## src/rtl/pe_oob_pkg.sv

```systemverilog
// ---------------------------------------------------------------------------
// pe_oob_pkg
// Shared definitions for the PE OOB command decoder:
//   - OOB word type encoding carried on sys__pe__oob_type
//   - decoder FSM state encoding
//   - SOD header field positions and widths
//   - decoded configuration record handed to the stOp control driver
// No ports (package).
// ---------------------------------------------------------------------------
package pe_oob_pkg;

    typedef enum logic [1:0] {
        OOB_SOD  = 2'b00,
        OOB_MOD  = 2'b01,
        OOB_EOD  = 2'b10,
        OOB_RSVD = 2'b11
    } pe_oob_type_e;

    typedef enum logic [1:0] {
        ST_IDLE  = 2'b00,
        ST_HDR   = 2'b01,
        ST_MASK  = 2'b10,
        ST_ISSUE = 2'b11
    } pe_oob_state_e;

    // SOD header layout: opcode[31:24], tag[23:16], num_oprnds[15:0]
    localparam int OPCODE_W           = 8;
    localparam int TAG_W              = 8;
    localparam int NUM_OPRNDS_W       = 16;
    localparam int SOD_OPCODE_LSB     = 24;
    localparam int SOD_TAG_LSB        = 16;
    localparam int SOD_NUM_OPRNDS_LSB = 0;

    // Storage width of the variable-size fields in the config record; the
    // decoder uses the low NUM_LANES / OOB_DATA_W bits and zeroes the rest.
    localparam int CFG_LANES_MAX  = 64;
    localparam int CFG_DATA_W_MAX = 64;

    typedef struct packed {
        logic [OPCODE_W-1:0]       opcode;
        logic [TAG_W-1:0]          tag;
        logic [NUM_OPRNDS_W-1:0]   num_oprnds;
        logic [CFG_LANES_MAX-1:0]  lane_en;
        logic [CFG_DATA_W_MAX-1:0] stop_op;
    } pe_oob_cfg_t;

endpackage

```

## src/rtl/pe_oob_cmd_decode_if.sv

```systemverilog
// ---------------------------------------------------------------------------
// pe_oob_cmd_decode_if
// Bundles every non-clock/reset signal of the OOB command decoder.
//   OOB stream  : sys__pe__oob_valid/type/data in, pe__sys__oob_ready out
//   Config out  : oob__cntl__cfg_* out, cntl__oob__cfg_ready in
//   Completion  : cntl__oob__complete in (one pulse per finished stOp op)
//   Status      : oob__sys__outstanding, oob__sys__proto_err, oob__sys__err_cnt
// Modports: slave  = the decoder's view
//           master = the surrounding system (sys + stOp control) view
// ---------------------------------------------------------------------------
interface pe_oob_cmd_decode_if
    import pe_oob_pkg::*;
#(
    parameter int NUM_LANES       = 32,
    parameter int OOB_DATA_W      = 32,
    parameter int MAX_OUTSTANDING = 4,
    parameter int ERR_CNT_W       = 8
) ();
    localparam int CNT_W = $clog2(MAX_OUTSTANDING + 1);

    logic                    sys__pe__oob_valid;
    logic                    pe__sys__oob_ready;
    logic [1:0]              sys__pe__oob_type;
    logic [OOB_DATA_W-1:0]   sys__pe__oob_data;

    logic                    oob__cntl__cfg_valid;
    logic                    cntl__oob__cfg_ready;
    logic [OPCODE_W-1:0]     oob__cntl__cfg_opcode;
    logic [TAG_W-1:0]        oob__cntl__cfg_tag;
    logic [NUM_OPRNDS_W-1:0] oob__cntl__cfg_num_oprnds;
    logic [NUM_LANES-1:0]    oob__cntl__cfg_lane_en;
    logic [OOB_DATA_W-1:0]   oob__cntl__cfg_stop_op;

    logic                    cntl__oob__complete;
    logic [CNT_W-1:0]        oob__sys__outstanding;
    logic                    oob__sys__proto_err;
    logic [ERR_CNT_W-1:0]    oob__sys__err_cnt;

    modport slave (
        input  sys__pe__oob_valid, sys__pe__oob_type, sys__pe__oob_data,
        output pe__sys__oob_ready,
        output oob__cntl__cfg_valid, oob__cntl__cfg_opcode, oob__cntl__cfg_tag,
        output oob__cntl__cfg_num_oprnds, oob__cntl__cfg_lane_en, oob__cntl__cfg_stop_op,
        input  cntl__oob__cfg_ready, cntl__oob__complete,
        output oob__sys__outstanding, oob__sys__proto_err, oob__sys__err_cnt
    );

    modport master (
        output sys__pe__oob_valid, sys__pe__oob_type, sys__pe__oob_data,
        input  pe__sys__oob_ready,
        input  oob__cntl__cfg_valid, oob__cntl__cfg_opcode, oob__cntl__cfg_tag,
        input  oob__cntl__cfg_num_oprnds, oob__cntl__cfg_lane_en, oob__cntl__cfg_stop_op,
        output cntl__oob__cfg_ready, cntl__oob__complete,
        input  oob__sys__outstanding, oob__sys__proto_err, oob__sys__err_cnt
    );

endinterface

```

## src/rtl/pe_oob_outstanding_cntr.sv

```systemverilog
// ---------------------------------------------------------------------------
// pe_oob_outstanding_cntr
// Tracks stOp commands issued but not yet completed.
//   clk, rst      : clock, asynchronous active-high reset
//   i_inc         : a config was transferred to the stOp driver
//   i_dec         : a stOp-complete pulse arrived
//   o_count       : current outstanding count
//   o_at_limit    : count has reached MAX_OUTSTANDING (no more issues allowed)
//   o_underflow   : combinational pulse, completion seen with nothing outstanding
// ---------------------------------------------------------------------------
module pe_oob_outstanding_cntr #(
    parameter int MAX_OUTSTANDING = 4,
    localparam int CNT_W          = $clog2(MAX_OUTSTANDING + 1)
) (
    input  logic             clk,
    input  logic             rst,
    input  logic             i_inc,
    input  logic             i_dec,
    output logic [CNT_W-1:0] o_count,
    output logic             o_at_limit,
    output logic             o_underflow
);
    logic [CNT_W-1:0] r_count;
    logic             w_zero;

    assign w_zero      = (r_count == '0);
    assign o_at_limit  = (r_count >= CNT_W'(MAX_OUTSTANDING));
    // An issue and a completion in the same cycle cancel out, so only a lone
    // completion against an empty count is an underflow.
    assign o_underflow = i_dec & ~i_inc & w_zero;
    assign o_count     = r_count;

    always_ff @(posedge clk or posedge rst) begin
        if (rst) begin
            r_count <= '0;
        end else if (i_inc && !i_dec) begin
            if (!o_at_limit) begin
                r_count <= r_count + CNT_W'(1);
            end
        end else if (i_dec && !i_inc && !w_zero) begin
            r_count <= r_count - CNT_W'(1);
        end
    end

endmodule

```

## src/rtl/pe_oob_cmd_decode.sv

```systemverilog
// ---------------------------------------------------------------------------
// pe_oob_cmd_decode
// Assembles SOD/MOD/EOD OOB word triplets into one stOp configuration and
// offers it to the regFile->stOpCntl driver with valid/ready. New packets are
// throttled while MAX_OUTSTANDING ops are in flight; malformed sequences and
// stray completions are counted as protocol errors.
//   clk            : single rising-edge clock
//   reset_poweron  : asynchronous active-high reset
//   oob_if (slave) : OOB stream, decoded config, completion and status
// ---------------------------------------------------------------------------
module pe_oob_cmd_decode
    import pe_oob_pkg::*;
#(
    parameter int NUM_LANES       = 32,
    parameter int OOB_DATA_W      = 32,
    parameter int MAX_OUTSTANDING = 4,
    parameter int ERR_CNT_W       = 8
) (
    input  logic                 clk,
    input  logic                 reset_poweron,
    pe_oob_cmd_decode_if.slave   oob_if
);
    localparam int CNT_W = $clog2(MAX_OUTSTANDING + 1);

    pe_oob_state_e         r_state;
    logic                  r_live;
    logic [OOB_DATA_W-1:0] r_hdr;
    logic [NUM_LANES-1:0]  r_mask;
    pe_oob_cfg_t           r_cfg;
    logic                  r_cfg_valid;
    logic                  r_proto_err;
    logic [ERR_CNT_W-1:0]  r_err_cnt;

    pe_oob_type_e          w_type;
    logic                  w_ready;
    logic                  w_word_xfer;
    logic                  w_cfg_xfer;
    logic                  w_word_err;
    logic                  w_at_limit;
    logic                  w_underflow;
    logic [1:0]            w_err_inc;
    logic [CNT_W-1:0]      w_count;

    function automatic pe_oob_cfg_t build_cfg(input logic [OOB_DATA_W-1:0] hdr,
                                              input logic [NUM_LANES-1:0]  mask,
                                              input logic [OOB_DATA_W-1:0] eod);
        pe_oob_cfg_t cfg;
        cfg                        = '0;
        cfg.opcode                 = hdr[SOD_OPCODE_LSB +: OPCODE_W];
        cfg.tag                    = hdr[SOD_TAG_LSB +: TAG_W];
        cfg.num_oprnds             = hdr[SOD_NUM_OPRNDS_LSB +: NUM_OPRNDS_W];
        cfg.lane_en[NUM_LANES-1:0] = mask;
        cfg.stop_op[OOB_DATA_W-1:0] = eod;
        return cfg;
    endfunction

    function automatic logic [ERR_CNT_W-1:0] err_sat_add(input logic [ERR_CNT_W-1:0] a,
                                                         input logic [1:0]           n);
        logic [ERR_CNT_W+1:0] s;
        s = {2'b00, a} + {{ERR_CNT_W{1'b0}}, n};
        if (s > {2'b00, {ERR_CNT_W{1'b1}}}) begin
            return '1;
        end
        return s[ERR_CNT_W-1:0];
    endfunction

    assign w_type      = pe_oob_type_e'(oob_if.sys__pe__oob_type);
    assign w_word_xfer = oob_if.sys__pe__oob_valid & w_ready;
    assign w_cfg_xfer  = r_cfg_valid & oob_if.cntl__oob__cfg_ready;

    // r_live keeps ready low while reset is held and until the first clock
    // edge after release.
    always_comb begin
        w_ready = 1'b0;
        if (r_live) begin
            case (r_state)
                ST_IDLE:         w_ready = ~w_at_limit;
                ST_HDR, ST_MASK: w_ready = 1'b1;
                default:         w_ready = 1'b0;
            endcase
        end
    end

    always_comb begin
        w_word_err = 1'b0;
        if (w_word_xfer) begin
            case (r_state)
                ST_IDLE: w_word_err = (w_type != OOB_SOD);
                ST_HDR:  w_word_err = (w_type != OOB_MOD);
                ST_MASK: w_word_err = (w_type != OOB_EOD);
                default: w_word_err = 1'b0;
            endcase
        end
    end

    assign w_err_inc = {1'b0, w_word_err} + {1'b0, w_underflow};

    pe_oob_outstanding_cntr #(
        .MAX_OUTSTANDING (MAX_OUTSTANDING)
    ) u_outstanding (
        .clk         (clk),
        .rst         (reset_poweron),
        .i_inc       (w_cfg_xfer),
        .i_dec       (oob_if.cntl__oob__complete),
        .o_count     (w_count),
        .o_at_limit  (w_at_limit),
        .o_underflow (w_underflow)
    );

    always_ff @(posedge clk or posedge reset_poweron) begin
        if (reset_poweron) begin
            r_state     <= ST_IDLE;
            r_live      <= 1'b0;
            r_hdr       <= '0;
            r_mask      <= '0;
            r_cfg       <= '0;
            r_cfg_valid <= 1'b0;
        end else begin
            r_live <= 1'b1;
            case (r_state)
                ST_IDLE: begin
                    if (w_word_xfer && w_type == OOB_SOD) begin
                        r_hdr   <= oob_if.sys__pe__oob_data;
                        r_state <= ST_HDR;
                    end
                end
                ST_HDR: begin
                    if (w_word_xfer) begin
                        case (w_type)
                            OOB_MOD: begin
                                r_mask  <= oob_if.sys__pe__oob_data[NUM_LANES-1:0];
                                r_state <= ST_MASK;
                            end
                            // A fresh SOD restarts the packet with the new header.
                            OOB_SOD: r_hdr   <= oob_if.sys__pe__oob_data;
                            default: r_state <= ST_IDLE;
                        endcase
                    end
                end
                ST_MASK: begin
                    if (w_word_xfer) begin
                        case (w_type)
                            OOB_EOD: begin
                                r_cfg       <= build_cfg(r_hdr, r_mask, oob_if.sys__pe__oob_data);
                                r_cfg_valid <= 1'b1;
                                r_state     <= ST_ISSUE;
                            end
                            OOB_SOD: begin
                                r_hdr   <= oob_if.sys__pe__oob_data;
                                r_state <= ST_HDR;
                            end
                            default: r_state <= ST_IDLE;
                        endcase
                    end
                end
                ST_ISSUE: begin
                    if (oob_if.cntl__oob__cfg_ready) begin
                        r_cfg_valid <= 1'b0;
                        r_state     <= ST_IDLE;
                    end
                end
                default: r_state <= ST_IDLE;
            endcase
        end
    end

    always_ff @(posedge clk or posedge reset_poweron) begin
        if (reset_poweron) begin
            r_proto_err <= 1'b0;
            r_err_cnt   <= '0;
        end else if (w_err_inc != 2'd0) begin
            r_proto_err <= 1'b1;
            r_err_cnt   <= err_sat_add(r_err_cnt, w_err_inc);
        end
    end

    assign oob_if.pe__sys__oob_ready        = w_ready;
    assign oob_if.oob__cntl__cfg_valid      = r_cfg_valid;
    assign oob_if.oob__cntl__cfg_opcode     = r_cfg.opcode;
    assign oob_if.oob__cntl__cfg_tag        = r_cfg.tag;
    assign oob_if.oob__cntl__cfg_num_oprnds = r_cfg.num_oprnds;
    assign oob_if.oob__cntl__cfg_lane_en    = r_cfg.lane_en[NUM_LANES-1:0];
    assign oob_if.oob__cntl__cfg_stop_op    = r_cfg.stop_op[OOB_DATA_W-1:0];
    assign oob_if.oob__sys__outstanding     = w_count;
    assign oob_if.oob__sys__proto_err       = r_proto_err;
    assign oob_if.oob__sys__err_cnt         = r_err_cnt;

endmodule

```

## src/flat_wrapper.sv

```systemverilog
// flat-port wrapper written by rule: the top's interface ports become plain ports
module pe_oob_cmd_decode_flat import pe_oob_pkg::*;
#(
    parameter int NUM_LANES       = 32,
    parameter int OOB_DATA_W      = 32,
    parameter int MAX_OUTSTANDING = 4,
    parameter int ERR_CNT_W       = 8
)
  (clk, reset_poweron, oob_if_sys__pe__oob_valid, oob_if_sys__pe__oob_type, oob_if_sys__pe__oob_data, oob_if_pe__sys__oob_ready, oob_if_oob__cntl__cfg_valid, oob_if_oob__cntl__cfg_opcode, oob_if_oob__cntl__cfg_tag, oob_if_oob__cntl__cfg_num_oprnds, oob_if_oob__cntl__cfg_lane_en, oob_if_oob__cntl__cfg_stop_op, oob_if_cntl__oob__cfg_ready, oob_if_cntl__oob__complete, oob_if_oob__sys__outstanding, oob_if_oob__sys__proto_err, oob_if_oob__sys__err_cnt);
  pe_oob_cmd_decode_if #(.NUM_LANES(NUM_LANES), .OOB_DATA_W(OOB_DATA_W), .MAX_OUTSTANDING(MAX_OUTSTANDING), .ERR_CNT_W(ERR_CNT_W)) oob_if_i ();
  input  logic clk;
  input  logic reset_poweron;
  input wire logic [$bits(oob_if_i.sys__pe__oob_valid)-1:0] oob_if_sys__pe__oob_valid;
  input wire logic [$bits(oob_if_i.sys__pe__oob_type)-1:0] oob_if_sys__pe__oob_type;
  input wire logic [$bits(oob_if_i.sys__pe__oob_data)-1:0] oob_if_sys__pe__oob_data;
  output wire logic [$bits(oob_if_i.pe__sys__oob_ready)-1:0] oob_if_pe__sys__oob_ready;
  output wire logic [$bits(oob_if_i.oob__cntl__cfg_valid)-1:0] oob_if_oob__cntl__cfg_valid;
  output wire logic [$bits(oob_if_i.oob__cntl__cfg_opcode)-1:0] oob_if_oob__cntl__cfg_opcode;
  output wire logic [$bits(oob_if_i.oob__cntl__cfg_tag)-1:0] oob_if_oob__cntl__cfg_tag;
  output wire logic [$bits(oob_if_i.oob__cntl__cfg_num_oprnds)-1:0] oob_if_oob__cntl__cfg_num_oprnds;
  output wire logic [$bits(oob_if_i.oob__cntl__cfg_lane_en)-1:0] oob_if_oob__cntl__cfg_lane_en;
  output wire logic [$bits(oob_if_i.oob__cntl__cfg_stop_op)-1:0] oob_if_oob__cntl__cfg_stop_op;
  input wire logic [$bits(oob_if_i.cntl__oob__cfg_ready)-1:0] oob_if_cntl__oob__cfg_ready;
  input wire logic [$bits(oob_if_i.cntl__oob__complete)-1:0] oob_if_cntl__oob__complete;
  output wire logic [$bits(oob_if_i.oob__sys__outstanding)-1:0] oob_if_oob__sys__outstanding;
  output wire logic [$bits(oob_if_i.oob__sys__proto_err)-1:0] oob_if_oob__sys__proto_err;
  output wire logic [$bits(oob_if_i.oob__sys__err_cnt)-1:0] oob_if_oob__sys__err_cnt;
  assign oob_if_i.sys__pe__oob_valid = oob_if_sys__pe__oob_valid;
  assign oob_if_i.sys__pe__oob_type = oob_if_sys__pe__oob_type;
  assign oob_if_i.sys__pe__oob_data = oob_if_sys__pe__oob_data;
  assign oob_if_pe__sys__oob_ready = oob_if_i.pe__sys__oob_ready;
  assign oob_if_oob__cntl__cfg_valid = oob_if_i.oob__cntl__cfg_valid;
  assign oob_if_oob__cntl__cfg_opcode = oob_if_i.oob__cntl__cfg_opcode;
  assign oob_if_oob__cntl__cfg_tag = oob_if_i.oob__cntl__cfg_tag;
  assign oob_if_oob__cntl__cfg_num_oprnds = oob_if_i.oob__cntl__cfg_num_oprnds;
  assign oob_if_oob__cntl__cfg_lane_en = oob_if_i.oob__cntl__cfg_lane_en;
  assign oob_if_oob__cntl__cfg_stop_op = oob_if_i.oob__cntl__cfg_stop_op;
  assign oob_if_i.cntl__oob__cfg_ready = oob_if_cntl__oob__cfg_ready;
  assign oob_if_i.cntl__oob__complete = oob_if_cntl__oob__complete;
  assign oob_if_oob__sys__outstanding = oob_if_i.oob__sys__outstanding;
  assign oob_if_oob__sys__proto_err = oob_if_i.oob__sys__proto_err;
  assign oob_if_oob__sys__err_cnt = oob_if_i.oob__sys__err_cnt;
  pe_oob_cmd_decode #(.NUM_LANES(NUM_LANES), .OOB_DATA_W(OOB_DATA_W), .MAX_OUTSTANDING(MAX_OUTSTANDING), .ERR_CNT_W(ERR_CNT_W)) u_core (.clk(clk), .reset_poweron(reset_poweron), .oob_if(oob_if_i));
endmodule
```

## config.mk

```make
export PLATFORM = sky130hd
export DESIGN_NAME = pe_oob_cmd_decode_flat
export DESIGN_NICKNAME = d
export VERILOG_FILES = /design/src/rtl/pe_oob_pkg.sv /design/src/rtl/pe_oob_cmd_decode_if.sv /design/src/rtl/pe_oob_outstanding_cntr.sv /design/src/rtl/pe_oob_cmd_decode.sv /design/src/flat_wrapper.sv
export SDC_FILE = /design/constraint.sdc
export NUM_CORES = 1
export LEC_CHECK = 0
export ABC_CLOCK_PERIOD_IN_PS = 8200
export CAP_MARGIN = 20
export CORE_UTILIZATION = 51
export CTS_CLUSTER_SIZE = 16
export DETAILED_ROUTE_END_ITERATION = 12
export PLACE_DENSITY = 0.92
export SETUP_SLACK_MARGIN = 0.15
export SLEW_MARGIN = 20
export SYNTH_ARGS = -nofsm -noshare
export SYNTH_HDL_FRONTEND = slang
export SYNTH_HIERARCHICAL = 1
export SYNTH_SLANG_ARGS = --single-unit
```

## constraint.sdc

```tcl
create_clock -name clk -period 8.2 [get_ports clk]
set_clock_uncertainty 0.15 [all_clocks]
set_input_delay 1.23 -clock clk [delete_from_list [all_inputs] [get_ports clk]]
set_output_delay 1.23 -clock clk [all_outputs]
set_load 0.05 [all_outputs]
```

==> results.cfg, run 1 <==
[run_status]
outcome = finished clean

[global_route]
first_global_vias = 4811
grt_pass1_wl_mm = 24.23
use_met3_pct = 7.547
global_route.peak_usage_layer = met2
grt_antenna_before_repair = 0
globalRoute.totalOverflow = 0
use_met2_pct = 37.07
gr-usage-met1_pct = 25.56
largest_net_degree_at_the_start_of_global_routing = 97
track_usage_pct = 21.99

[synth]
ys_ff_latch = 176
synth_largest_area_cell = dfrtp_1
postSynth.topFlopCell = dfrtp_1
synth_area_mm2 = 0.007152
synth_cells = 458
synth.top_cells.by_area = dfrtp_1 (62%), mux2_2 (18%), mux2_1 (4.7%)
yosysWarningCount = 6
syn_nets = 508
synth_top_cells_by_count = dfrtp_1 (176), mux2_2 (114), mux2_1 (30)
postSynthAreaPerCell_um2 = 15.62
synth_enable_flop_cells = 0
synthMostInstantiatedCell = dfrtp_1
yosysSeqAreaShare_pct = 61.58
yosysUniqueCellTypes = 45
post-synth-top-area-fraction_pct = 61.58
async_reset_ff_share_pct = 100.0

[routing]
detailedRoute.firstIterationViolations = 305
route.final.wire_length_mm = 14.85
via_count = 4319
detail-route-antenna-nets = 0
drt_pre_antenna_iters = 5
post_drt_wl_per_cell_um = 18.65
vias_per_cell = 5.426
route.detailed.drc = 0

[critical_path]
kind_of_start_point_of_the_critical_path = input pin
worstSetupPathType = in2reg
timing.critical_path.to = u_core/oob_if.oob__sys__err_cnt[7]
crit_path_start = oob_if_sys__pe__oob_type[0]
crit_path_end_kind = flop
critPathArrivalTime_ns = 4.34
ff2ff_setup_slack_ns = 4.54
worst_r2r_path_depth = 12
crit_path_max_fanout = 6
startpoint_of_the_worst_slack_reg_to_reg_timing_path = u_core/r_state[0]
timing.critical_path.cells = clkdlybuf4s50_1 > inv_1 > or3_1 > a21oi_1 > nor3_1 > ha_1 > ha_1 > a21oi_1 > nor4b_1 > and3_1 > mux2_2
cpMaxStageDelayCell = clkdlybuf4s50_1
regToRegEndpoint = u_core/oob_if.oob__sys__err_cnt[7]
max_stage_delay_ns = 0.62
critical_path_required_ns = 8.36

[placement]
post_detailed_placement_half_perimeter_wirelength_mm = 9.821
buffer_ports.inserted = 148
place_congestion = 0.8460

[die]
placeableCoreArea_mm2 = 0.01345
die_height_um = 120.4
placementRows = 42
ios = 149
die_area_mm2 = 0.01450
initial_util_pct = 53.16
horizontal_die_dimension_um = 120.4

[timing]
post-route-period-util_pct = 51.07
relSlewSlack_pct = 34.33
maxClockFrequency_mhz = 238.8
max_slew.worst_pin.slew_ns = 0.9850
final-hold-violation-count = 0
timing.final.max_slew_violations = 0
setup_tns_ns = 0
unrepaired_setup_endpoints_after_global_routing = no
min_period_ns = 4.188
setup_viol_count_final = 0

[clock_network]
cts_num_sinks = 176
htreeDepth = 4
cts-root-to-sink-buffers = 2
ctsResizeCount = 0
clock_latency_ns = 0.42
post_cts.repair.setup_buffers = 0
tritoncts = yes
hold_buf_cts = 0
cts_inserted_buffers = 17
library_cell_used_as_clock_root_buffer = clkbuf_16
clkTransAtPathRegs_ns = 0.06

[power_and_ir_drop]
internal_power_mw = 2.072
fin_total_pwr_mw = 3.169
switching_share_pct = 34.62
clock_power_share_pct = 26.2
power-per-cell-area_mw_per_mm2 = 338.4
sequential_share_of_power_pct = 39.7
power.leakage_nw = 4.379
power.switching_mw = 1.097
power.combinational.fraction_pct = 34.1
vdd.ir_drop.worst_v = 0.0001971

[layout]
antenna_diode_count = 0
share_of_final_layout_standard_cells_stronger_than_drive_strength_1_pct = 27.90
flow.area_growth_from_synthesis_pct = 30.95
final_net_count = 658

[run]
maxCapViolations = 0

[worst_hold_path]
worst_hold_path_type = reg2reg
how the worst min path moves through the flow:
stage	start	endpoint	slack, ns	cells past startpoint
floorplan	u_core/r_hdr[0]	u_core/r_hdr[0]	0.30	1
CTS	u_core/oob_if.oob__sys__proto_err	u_core/oob_if.oob__sys__proto_err	0.34	1
finish	u_core/oob_if.oob__sys__proto_err	u_core/oob_if.oob__sys__proto_err	0.33	1
detailed placement	u_core/oob_if.oob__sys__proto_err	u_core/oob_if.oob__sys__proto_err	0.32	1
global route	u_core/oob_if.oob__sys__proto_err	u_core/oob_if.oob__sys__proto_err	0.35	1
global placement	u_core/oob_if.oob__sys__proto_err	u_core/oob_if.oob__sys__proto_err	0.30	1
cells in the final DEF, fill, tap and decap left out, types with 2 or more instances in the layout:
cell / count
nand2b_1: 2
clkbuf_8: 4
clkinvlp_4: 2
nor3b_1: 2
xnor2_1: 2
mux2i_1: 2
o211ai_1: 2
nand3b_1: 3
clkdlybuf4s50_1: 148
o22a_1: 2
o21ai_0: 6
nand2b_4: 2
or3_1: 2
a21oi_1: 8
nor2_1: 8
dfrtp_1: 176
fa_1: 2
nand2_1: 7
inv_1: 12
mux2_1: 30
nor2b_1: 3
clkbuf_16: 17
buf_4: 3
o221ai_1: 2
nand3_1: 3
inv_6: 2
bufinv_16: 3
mux2_4: 18
ha_1: 9
clkbuf_1: 2
mux2_2: 114
through the flow:
stage	worst slack, ns	std cells	area, um2	utilization [%]	hold WS (ns)
finish	4.012	796	9365	69.62	0.3276
global route	3.983	796	9365	69.62	0.3503
CTS	4.193	796	9365	69.62	0.3353
detailed placement	3.752	765	8750	65.04	0.3172
global placement	3.942	765	8750	65.04	0.3007
floorplan	2.132	458	7152	-	0.3041
registers in the layout (all words and copies together) (netlist names):
| signal | flops |
|---|---|
| u_core/oob_if.oob__cntl__cfg_lane_en | 32 |
| u_core/oob_if.oob__cntl__cfg_stop_op | 32 |
| u_core/r_hdr | 32 |
| u_core/r_mask | 32 |
| u_core/oob_if.oob__cntl__cfg_num_oprnds | 16 |
| u_core/oob_if.oob__cntl__cfg_opcode | 8 |
| u_core/oob_if.oob__cntl__cfg_tag | 8 |
| u_core/oob_if.oob__sys__err_cnt | 8 |
| u_core/u_outstanding/o_count | 3 |
| u_core/r_state | 2 |
| u_core/oob_if.oob__cntl__cfg_valid | 1 |
| u_core/oob_if.oob__sys__proto_err | 1 |
| u_core/r_live | 1 |
routing by layer:
| layer | routed length (um) | up-vias | share of wire, % |
|---|---|---|---|
| li1 | - | 1914 | - |
| met1 | 5903 | 2211 | 40 |
| met2 | 7440 | 172 | 50 |
| met3 | 1217 | 22 | 8.2 |
| met4 | 283 | 0 | 1.9 |
| met5 | 0 | - | 0 |
worst max-delay path: cells and delay by family:
kind,cells,cell delay [ns]
AOI/OAI and AO/OA,2,0.33
adders and majority gates,2,0.53
buffers and inverters,2,0.72
muxes,1,0.32
and+or+nand+nor,4,1.21
power groups by stage:
stage | clock, mW | combinational, mW | sequential (mW)
5_1_grt | 0.883 | 1.14 | 1.29
2_1_floorplan | 0 | 0.458 | 1.55
3_5_place_dp | 0 | 1.08 | 1.27
4_1_cts | 0.849 | 1.09 | 1.26
3_3_place_gp | 0 | 1.03 | 1.25
6_report | 0.829 | 1.08 | 1.26
cell families after synthesis:
kind of cell,share of synthesized area [%]
AOI/OAI and AO/OA,3.219
DFF,61.58
xor gates and xnor gates,0.2450
adders and majority gates,2.134
muxes,26.73
other,0.05243
and+or+nand+nor,3.394
buffers and inverters,2.642
layout make-up:
cell class | count | area, um2
clock buffer | 23 | 488.0
clock inverter | 8 | 127.6
fill | 894 | 4088
inverter | 13 | 53.80
multi-input combinational | 249 | 2567
sequential | 176 | 4404
tap | 176 | 220.2
timing repair buffer | 151 | 1504
Power figures use the tool's default switching activity.
==> run 2, diff against run 1 <==
- ABC_CLOCK_PERIOD_IN_PS: 8200 -> 4300
- clock period: 8.2 -> 4.3 ns (I/O delays scaled with it)
==> run 2 against run 1 <==
Net effect: die area did not move; highest routed layer unchanged; flip-flop and latch count did not move; register-to-register slack got worse by 3.9 ns; cell area rose by 0.35%; power rose by 90%; global-route usage barely moved; count of clock-buffer cells in the layout fell by 5; combinational power rose by 94%; sequential share of layout area fell by 0.16 points; worst setup slack got worse by 3.3 ns; first-iteration DRC count fell by 2.3%; utilization rose by 0.24 points.
==> results.cfg, run 2 (same netlist as run 1, synthesis figures left out) <==
[timing]
post-route-period-util_pct = 84.26
min_period_ns = 3.623
final-hold-violation-count = 0
setup_viol_count_final = 0
setup_tns_ns = 0
relSlewSlack_pct = 30.51
max_slew.worst_pin.slew_ns = 1.042
timing.final.max_slew_violations = 0
maxClockFrequency_mhz = 276.0
hold_slack_ns = 0.3307
unrepaired_setup_endpoints_after_global_routing = no

[power_and_ir_drop]
vdd.ir_drop.worst_v = 0.0003585
sequential_share_of_power_pct = 39.9
power.switching_mw = 2.147
fin_total_pwr_mw = 6.033
power-per-cell-area_mw_per_mm2 = 642.0
switching_share_pct = 35.59
internal_power_mw = 3.886
power.combinational.fraction_pct = 34.6
power.leakage_nw = 4.393
clock_power_share_pct = 25.4

[run_status]
outcome = finished clean

[routing]
vias_per_cell = 5.407
detail-route-antenna-nets = 0
via_count = 4320
route.detailed.drc = 0
detailedRoute.firstIterationViolations = 298
drt_pre_antenna_iters = 4
route.final.wire_length_mm = 14.95
post_drt_wl_per_cell_um = 18.71

[clock_network]
cts_inserted_buffers = 17
cts_num_sinks = 176
htreeDepth = 4
cts-root-to-sink-buffers = 2
clkTransAtPathRegs_ns = 0.06
post_cts.repair.setup_buffers = 0
library_cell_used_as_clock_root_buffer = clkbuf_16
ctsResizeCount = 0
clock_latency_ns = 0.42
hold_buf_cts = 0
tritoncts = yes

[global_route]
globalRoute.totalOverflow = 0
grt_pass1_wl_mm = 24.18
track_usage_pct = 22.02
first_global_vias = 4725
grt_antenna_before_repair = 0
largest_net_degree_at_the_start_of_global_routing = 174

[placement]
post_detailed_placement_half_perimeter_wirelength_mm = 9.756
place_congestion = 0.8545
buffer_ports.inserted = 148

[die]
placeableCoreArea_mm2 = 0.01345
die_area_mm2 = 0.01450
initial_util_pct = 53.16
horizontal_die_dimension_um = 120.4
ios = 149
die_height_um = 120.4
placementRows = 42

[layout]
filler_cell_count = 860
final_net_count = 660
mostFrequentLayoutCell = dfrtp_1
share_of_final_layout_standard_cells_stronger_than_drive_strength_1_pct = 28.73
most-common-layout-cells = dfrtp_1 (176), clkdlybuf4s50_1 (148), mux2_2 (114)
flow.area_growth_from_synthesis_pct = 31.40
antenna_diode_count = 0

[critical_path]
max_stage_delay_ns = 0.47
timing.critical_path.cells = inv_1 > ha_1 > inv_1 > a21oi_2 > nand2_1 > or3_1 > ha_1 > ha_1 > a21oi_1 > nor4b_1 > and3_1 > mux2_2
startpoint_of_the_worst_slack_reg_to_reg_timing_path = u_core/r_state[0]
worstSetupPathType = reg2reg
regToRegEndpoint = u_core/oob_if.oob__sys__err_cnt[7]
ff2ff_setup_slack_ns = 0.68
kind_of_start_point_of_the_critical_path = flop
critPathArrivalTime_ns = 3.77
critical_path_required_ns = 4.45
most_numerous_cell_on_the_critical_path = ha_1
crit_path_end_kind = flop
cpMaxStageDelayCell = nor4b_1
worst_r2r_path_depth = 12
crit_path_max_fanout = 5

[run]
maxCapViolations = 0

[worst_hold_path]
worst_hold_path_type = in2async
run 2: power groups by stage:
stage / clock network [mW] / logic (mW) / registers [mW]
after floorplan: 0 / 0.876 / 2.96
after global placement: 0 / 2.01 / 2.38
after detailed placement: 0 / 2.09 / 2.43
after CTS: 1.57 / 2.10 / 2.41
after global routing: 1.63 / 2.21 / 2.47
final: 1.53 / 2.09 / 2.41
run 2: worst max path at each step:
stage / startpoint / endpoint / slack, ns / cells after the start
finish: u_core/r_state[0] / u_core/oob_if.oob__sys__err_cnt[7] / 0.68 / 12
floorplan: u_core/u_outstanding/o_count[2] / u_core/oob_if.oob__sys__err_cnt[7] / 0.48 / 12
detailed placement: oob_if_sys__pe__oob_type[0] / u_core/oob_if.oob__sys__err_cnt[7] / 0.43 / 11
global placement: oob_if_sys__pe__oob_type[0] / u_core/oob_if.oob__sys__err_cnt[7] / 0.63 / 11
global route: u_core/r_state[0] / u_core/oob_if.oob__sys__err_cnt[7] / 0.58 / 12
CTS: u_core/r_state[0] / u_core/oob_if.oob__sys__err_cnt[7] / 0.73 / 12
run 2: layer usage:
| layer | wire length (um) | track usage, % | part of all wire [%] | vias to the layer above |
|---|---|---|---|---|
| li1 | - | - | - | 1926 |
| met1 | 6001 | 26.34 | 40 | 2199 |
| met2 | 7485 | 36.42 | 50 | 171 |
| met3 | 1187 | 7.877 | 7.9 | 24 |
| met4 | 279 | 8.488 | 1.9 | 0 |
| met5 | 0 | 0 | 0 | - |
run 2: metrics by stage:
step / setup WS [ns] / cell area [um2] / std cells / utilization, %
after floorplan: 0.4802 / 7159 / 458 / -
after global placement: 0.6298 / 8805 / 767 / 65.45
after detailed placement: 0.4258 / 8805 / 767 / 65.45
after CTS: 0.7347 / 9398 / 799 / 69.86
after global routing: 0.5771 / 9398 / 799 / 69.86
final: 0.6770 / 9398 / 799 / 69.86
run 2: worst max-delay path: cells and delay by family (launching register included):
kind,cells,cell delay [ns]
multiplexers,1,0.35
adder cells (fa/ha/maj),3,0.88
AND/OR/NAND/NOR,4,1.21
buffers and inverters,2,0.26
flip-flops,1,0.37
AO/OA/AOI/OAI,2,0.28
run 2: cell type report:
| type | count | area, um2 | area share, % |
|---|---|---|---|
| sequential | 176 | 4404 | 46.86 |
| clock inverter | 14 | 153.9 | 1.638 |
| multi-input combinational | 249 | 2571 | 27.36 |
| inverter | 13 | 52.55 | 0.5592 |
| timing repair buffer | 153 | 1556 | 16.56 |
| clock buffer | 18 | 439.2 | 4.673 |
| tap | 176 | 220.2 | 2.343 |
==> run 3, diff against run 2 <==
- ABC_CLOCK_PERIOD_IN_PS: 4300 -> 3400
- clock period: 4.3 -> 3.4 ns (I/O delays scaled with it)
==> run 3 against run 2 <==
Net effect: sequential power up 27%; worst setup slack worse by 0.46 ns; register-to-register slack worse by 0.46 ns; power up 26%; clock power up 21%; flip-flop and latch count unchanged; die area unchanged; sequential share of layout area down 0.51 points; critical path type unchanged.
==> results.cfg, run 3 (same netlist as run 1, synthesis figures left out) <==
[clock_network]
hold_buf_cts = 0
htreeDepth = 4
cts-root-to-sink-buffers = 2
tritoncts = yes
cts_num_sinks = 176
clkTransAtPathRegs_ns = 0.06
clock_latency_ns = 0.42
cts_inserted_buffers = 17
library_cell_used_as_clock_root_buffer = clkbuf_16

[placement]
dp.cells = 775
place_congestion = 0.8050
place_ws_ns = -0.01916
post_detailed_placement_half_perimeter_wirelength_mm = 9.805
buffer_ports.inserted = 148

[layout]
final-instance-count-excl-fill = 804
flow.area_growth_from_synthesis_pct = 32.89
mostFrequentLayoutCell = dfrtp_1
share_of_final_layout_standard_cells_stronger_than_drive_strength_1_pct = 31.21
antenna_diode_count = 0
most-common-layout-cells = dfrtp_1 (175), clkdlybuf4s50_1 (148), mux2_2 (113)
final_net_count = 670

[routing]
detail-route-antenna-nets = 0
post_drt_wl_per_cell_um = 18.35
vias_per_cell = 5.464
route.final.wire_length_mm = 14.76
detailedRoute.firstIterationViolations = 249
drt_pre_antenna_iters = 4
route.detailed.drc = 0
via_count = 4393

[critical_path]
max_stage_delay_ns = 0.41
most_numerous_cell_on_the_critical_path = ha_2
timing.critical_path.cells = buf_4 > ha_2 > nand2b_4 > a21oi_4 > nand2_1 > or3_1 > ha_1 > ha_2 > fa_2 > nand4_1 > or2_4 > nand3_1 > o21a_1
critical_path_required_ns = 3.56
regToRegEndpoint = u_core/oob_if.oob__sys__err_cnt[2]
crit_path_start = u_core/r_state[1]
critPathArrivalTime_ns = 3.34
crit_path_end_kind = flop
startpoint_of_the_worst_slack_reg_to_reg_timing_path = u_core/r_state[1]
cpMaxStageDelayCell = dfrtp_1
timing.critical_path.max_delay_family = simple AND/OR/NAND/NOR gates
worst_r2r_path_depth = 13
critPathBufInv = 1
crit_path_max_fanout = 5
worstSetupPathType = reg2reg
kind_of_start_point_of_the_critical_path = flop
ff2ff_setup_slack_ns = 0.22

[power_and_ir_drop]
vdd.ir_drop.worst_v = 0.0004644
power.leakage_nw = 4.442
clock_power_share_pct = 24.3
power.switching_mw = 2.666
internal_power_mw = 4.949
sequential_share_of_power_pct = 40.0
power-per-cell-area_mw_per_mm2 = 801.2
power.combinational.fraction_pct = 35.7
switching_share_pct = 35.01

[global_route]
grt_antenna_before_repair = 0
track_usage_pct = 21.52
global_route.peak_usage_layer = met2
largest_net_degree_at_the_start_of_global_routing = 110
gr-usage-met1_pct = 26.51
use_met2_pct = 35.17
globalRoute.totalOverflow = 0
use_met3_pct = 6.934
grt_pass1_wl_mm = 23.82
first_global_vias = 4748

[die]
placementRows = 42
horizontal_die_dimension_um = 120.4
die_area_mm2 = 0.01450
die_height_um = 120.4
ios = 149
initial_util_pct = 53.16
placeableCoreArea_mm2 = 0.01345

[timing]
final-hold-violation-count = 0
setup_tns_ns = 0
max_slew.worst_pin.slew_ns = 0.7993
relSlewSlack_pct = 46.71
maxClockFrequency_mhz = 314.2
unrepaired_setup_endpoints_after_global_routing = yes
timing.final.max_slew_violations = 0
min_period_ns = 3.182
timing.final.ws_setup_ns = 0.2177
setup_viol_count_final = 0
post-route-period-util_pct = 93.60

[worst_hold_path]
worst_hold_path_type = in2async

[run_status]
outcome = finished clean

[run]
maxCapViolations = 0
## run 3: per-layer routing
| metal | routed length (um) | vias to the layer above |
|---|---|---|
| met3 | 1022 | 25 |
| met2 | 7453 | 159 |
| met4 | 228 | 0 |
| li1 | - | 1945 |
| met1 | 6052 | 2264 |
| met5 | 0 | - |
## run 3: what timing repair did
action / in CTS / in global routing
pin swaps: 0 / 2
gates resized for setup: 3 / 10
setup buffers: 1 / 1
endpoints found under the setup margin: 6 / 8
## run 3: power by group through the flow
stage | clock, mW | combinational, mW | sequential [mW]
2_1_floorplan | 0 | 1.14 | 3.74
3_3_place_gp | 0 | 2.55 | 3.02
3_5_place_dp | 0 | 2.64 | 3.07
4_1_cts | 1.89 | 2.71 | 3.05
5_1_grt | 1.96 | 2.87 | 3.12
6_report | 1.85 | 2.72 | 3.05
## run 3: how the worst max path moves through the flow
stage,endpoint,slack [ns],cells after the start
global route,u_core/oob_if.oob__sys__err_cnt[2],0.1,13
CTS,u_core/oob_if.oob__sys__err_cnt[2],0.19,13
finish,u_core/oob_if.oob__sys__err_cnt[2],0.22,13
detailed placement,u_core/oob_if.oob__sys__err_cnt[2],-0.02,12
floorplan,u_core/oob_if.oob__sys__err_cnt[7],0.05,12
global placement,u_core/oob_if.oob__sys__err_cnt[7],0.09,11
## run 3: final cells by class
class	instances	area, um2
Clock buffer	21	460.4
Clock inverter	6	86.33
Fill cell	892	3949
Inverter	13	52.55
Multi-Input combinational cell	249	2648
Sequential cell	176	4405
Tap cell	176	220.2
Timing Repair Buffer	163	1632
## run 3: per-stage QoR
step                hold WS (ns)  power (mW)  area, um2  util [%]
global placement          0.3007       5.570       8895     66.12
global route              0.2475       7.953       9504     70.65
detailed placement        0.3208       5.715       8895     66.12
finish                    0.2577       7.615       9504     70.65
CTS                       0.2294       7.645       9462     70.33
floorplan                 0.1136       4.881       7199         -
==> patch, RTL diff (settings of run 1) <==
`MAX_OUTSTANDING` is set to 4 in 4 places; all go to 2.
--- a/src/rtl/pe_oob_cmd_decode_if.sv
+++ b/src/rtl/pe_oob_cmd_decode_if.sv
@@ -13,7 +13,7 @@
 #(
     parameter int NUM_LANES       = 32,
     parameter int OOB_DATA_W      = 32,
-    parameter int MAX_OUTSTANDING = 4,
+    parameter int MAX_OUTSTANDING = 2,
     parameter int ERR_CNT_W       = 8
 ) ();
     localparam int CNT_W = $clog2(MAX_OUTSTANDING + 1);
--- a/src/rtl/pe_oob_outstanding_cntr.sv
+++ b/src/rtl/pe_oob_outstanding_cntr.sv
@@ -9,7 +9,7 @@
 //   o_underflow   : combinational pulse, completion seen with nothing outstanding
 // ---------------------------------------------------------------------------
 module pe_oob_outstanding_cntr #(
-    parameter int MAX_OUTSTANDING = 4,
+    parameter int MAX_OUTSTANDING = 2,
     localparam int CNT_W          = $clog2(MAX_OUTSTANDING + 1)
 ) (
     input  logic             clk,
--- a/src/rtl/pe_oob_cmd_decode.sv
+++ b/src/rtl/pe_oob_cmd_decode.sv
@@ -13,7 +13,7 @@
 #(
     parameter int NUM_LANES       = 32,
     parameter int OOB_DATA_W      = 32,
-    parameter int MAX_OUTSTANDING = 4,
+    parameter int MAX_OUTSTANDING = 2,
     parameter int ERR_CNT_W       = 8
 ) (
     input  logic                 clk,
--- a/src/flat_wrapper.sv
+++ b/src/flat_wrapper.sv
@@ -3,7 +3,7 @@
 #(
     parameter int NUM_LANES       = 32,
     parameter int OOB_DATA_W      = 32,
-    parameter int MAX_OUTSTANDING = 4,
+    parameter int MAX_OUTSTANDING = 2,
     parameter int ERR_CNT_W       = 8
 )
   (clk, reset_poweron, oob_if_sys__pe__oob_valid, oob_if_sys__pe__oob_type, oob_if_sys__pe__oob_data, oob_if_pe__sys__oob_ready, oob_if_oob__cntl__cfg_valid, oob_if_oob__cntl__cfg_opcode, oob_if_oob__cntl__cfg_tag, oob_if_oob__cntl__cfg_num_oprnds, oob_if_oob__cntl__cfg_lane_en, oob_if_oob__cntl__cfg_stop_op, oob_if_cntl__oob__cfg_ready, oob_if_cntl__oob__complete, oob_if_oob__sys__outstanding, oob_if_oob__sys__proto_err, oob_if_oob__sys__err_cnt);
Interface: changed (resized oob_if_oob__sys__outstanding); port bits go from 149 to 148. The function was not compared with the original's and may differ.
==> patch against run 1 <==
Cell area is 1.3% lower; critical endpoint unchanged; area after synthesis is 1.5% lower; total power is 5.6% higher; sequential cell count is 1 lower; wire length is 3.1% lower; setup slack better by 80 ps; final cell count is 1.3% lower; critical path depth stayed put; global-route usage is 0.24 points lower; sequential power is 3% higher; clock power hardly changed; synthesized cell count is 2.2% lower.
==> patch: results (changes against run 1) <==
Setup path
  – WP data arrival: 4260 ps (-80 ps)

Finish
  – Finished Layout Cells: 786 (-1.3%)
  – Final #Nets: 646 (-1.8%)
  – ANT cells: 0 (unchanged)
  – Fillers: 898 (+0.45%)

Placement
  – Placed Cells: 754 (-1.4%)
  – Area of placed instances: 0.00863 mm^2 (-1.4%)
  – Place WS: 3730 ps (-20.9 ps)
  – GPL Wtd Cong: 0.852 (+0.66%)
  – Dpl hpwl: 9.50 mm (-3.3%)
  – Port bufs: 147 (-0.68%)

Routing
  – WL met3: 1.02 mm (-16%)
  – WL met1: 6.07 mm (+2.8%)
  – DRT Pass-1 Iters: 4 (-1)
  – DR iter-0 viols: 194 (-36%)
  – Met2 WL post-DR: 7.06 mm (-5.1%)
  – Routed len/inst: 18.3 um (-1.8%)

Global route
  – Routing usage on met1: 0.268 (+0.0127)
  – Total global-route track usage: 0.217 (-0.00242)
  – First-pass GRT wire length: 23.7 mm (-2.3%)
  – Largest net degree at the start of global routing: 89 (-8.2%)
  – Number of global-route vias before repair: 4,558 (-5.3%)
  – GR Util met2: 0.350 (-0.0206)

Synth
  – Ys async rst share: 1.00 (unchanged)
  – Synth cell types: 41 (-8.9%)
  – Top post-synthesis cells by count: 175 x dfrtp_1, 114 x mux2_2, 30 x mux2_1
  – Sequential area share after synthesis: 0.622 (+0.00608)
  – Leading post-synthesis cells by cell area: dfrtp_1 62%, mux2_2 18%, mux2_1 4.8%
  – YS warnings: 6 (unchanged)
  – Synth Area per Inst: 15.7 um^2 (+0.66%)

Pwr
  – Internal: 2.13 mW (+3.0%)
  – Leakage: 4.32 nW (-1.4%)
  – Worst ir drop on vdd: 0.198 mV (+0.56%)

Status
  – Status: complete, no violations

Timing
  – Worst slew margin: 0.330 (-0.0131)

Min path
  – Hold path startpoint: u_core/r_hdr[18]$_DFFE_PP0P_
[patch: power by group through the flow]
stage	Sequential (mW)	Combinational, mW	Clock, mW
final	1.30	1.22	0.827
after global routing	1.33	1.29	0.877
after CTS	1.30	1.23	0.844
after detailed placement	1.31	1.22	0
after global placement	1.28	1.18	0
after floorplan	1.67	0.476	0
[patch: logic make-up after synthesis]
logic type,synth area share
flip-flops,0.622
multiplexers,0.271
AND/OR/NAND/NOR,0.0334
buffers and inverters,0.0247
AO/OA/AOI/OAI,0.0254
adder cells (fa/ha/maj),0.0188
XOR/XNOR,0.00373
other,0.000533
[patch: worst reg2reg max path: stages, from the launching register on]
cell and delay (ps):
dfrtp_1 410, inv_1 140, ha_1 310, nand2b_2 150, a21oi_1 220, nand2_1 110
or3_1 380, ha_1 290, ha_1 190, a21oi_1 100, nor4b_1 450, and3_1 250
mux2_2 330
[patch: final cells by class]
cell class	count	area, um^2	area share
Clock buffer	20	457	0.0494
Clock inverter	12	160	0.0173
Inverter	10	42.5	0.00460
Multi-Input combinational cell	244	2500	0.270
Sequential cell	175	4380	0.474
Tap cell	176	220	0.0238
Timing Repair Buffer	149	1490	0.161
[patch: final timing paths]
path | endpoint | slack (ps)
worst max-delay path | u_core/oob_if.oob__sys__err_cnt[7]$_DFFE_PP0P_ | 4090
worst min-delay path | u_core/r_hdr[18]$_DFFE_PP0P_ | 330
worst max register to register | u_core/oob_if.oob__sys__err_cnt[7]$_DFFE_PP0P_ | 4600
worst min register to register | u_core/r_hdr[18]$_DFFE_PP0P_ | 330
max in group asynchronous | u_core/r_mask[17]$_DFFE_PP0P_ | 5460
min in group asynchronous | u_core/u_outstanding/o_count[1]$_DFFE_PP0P_ | 950
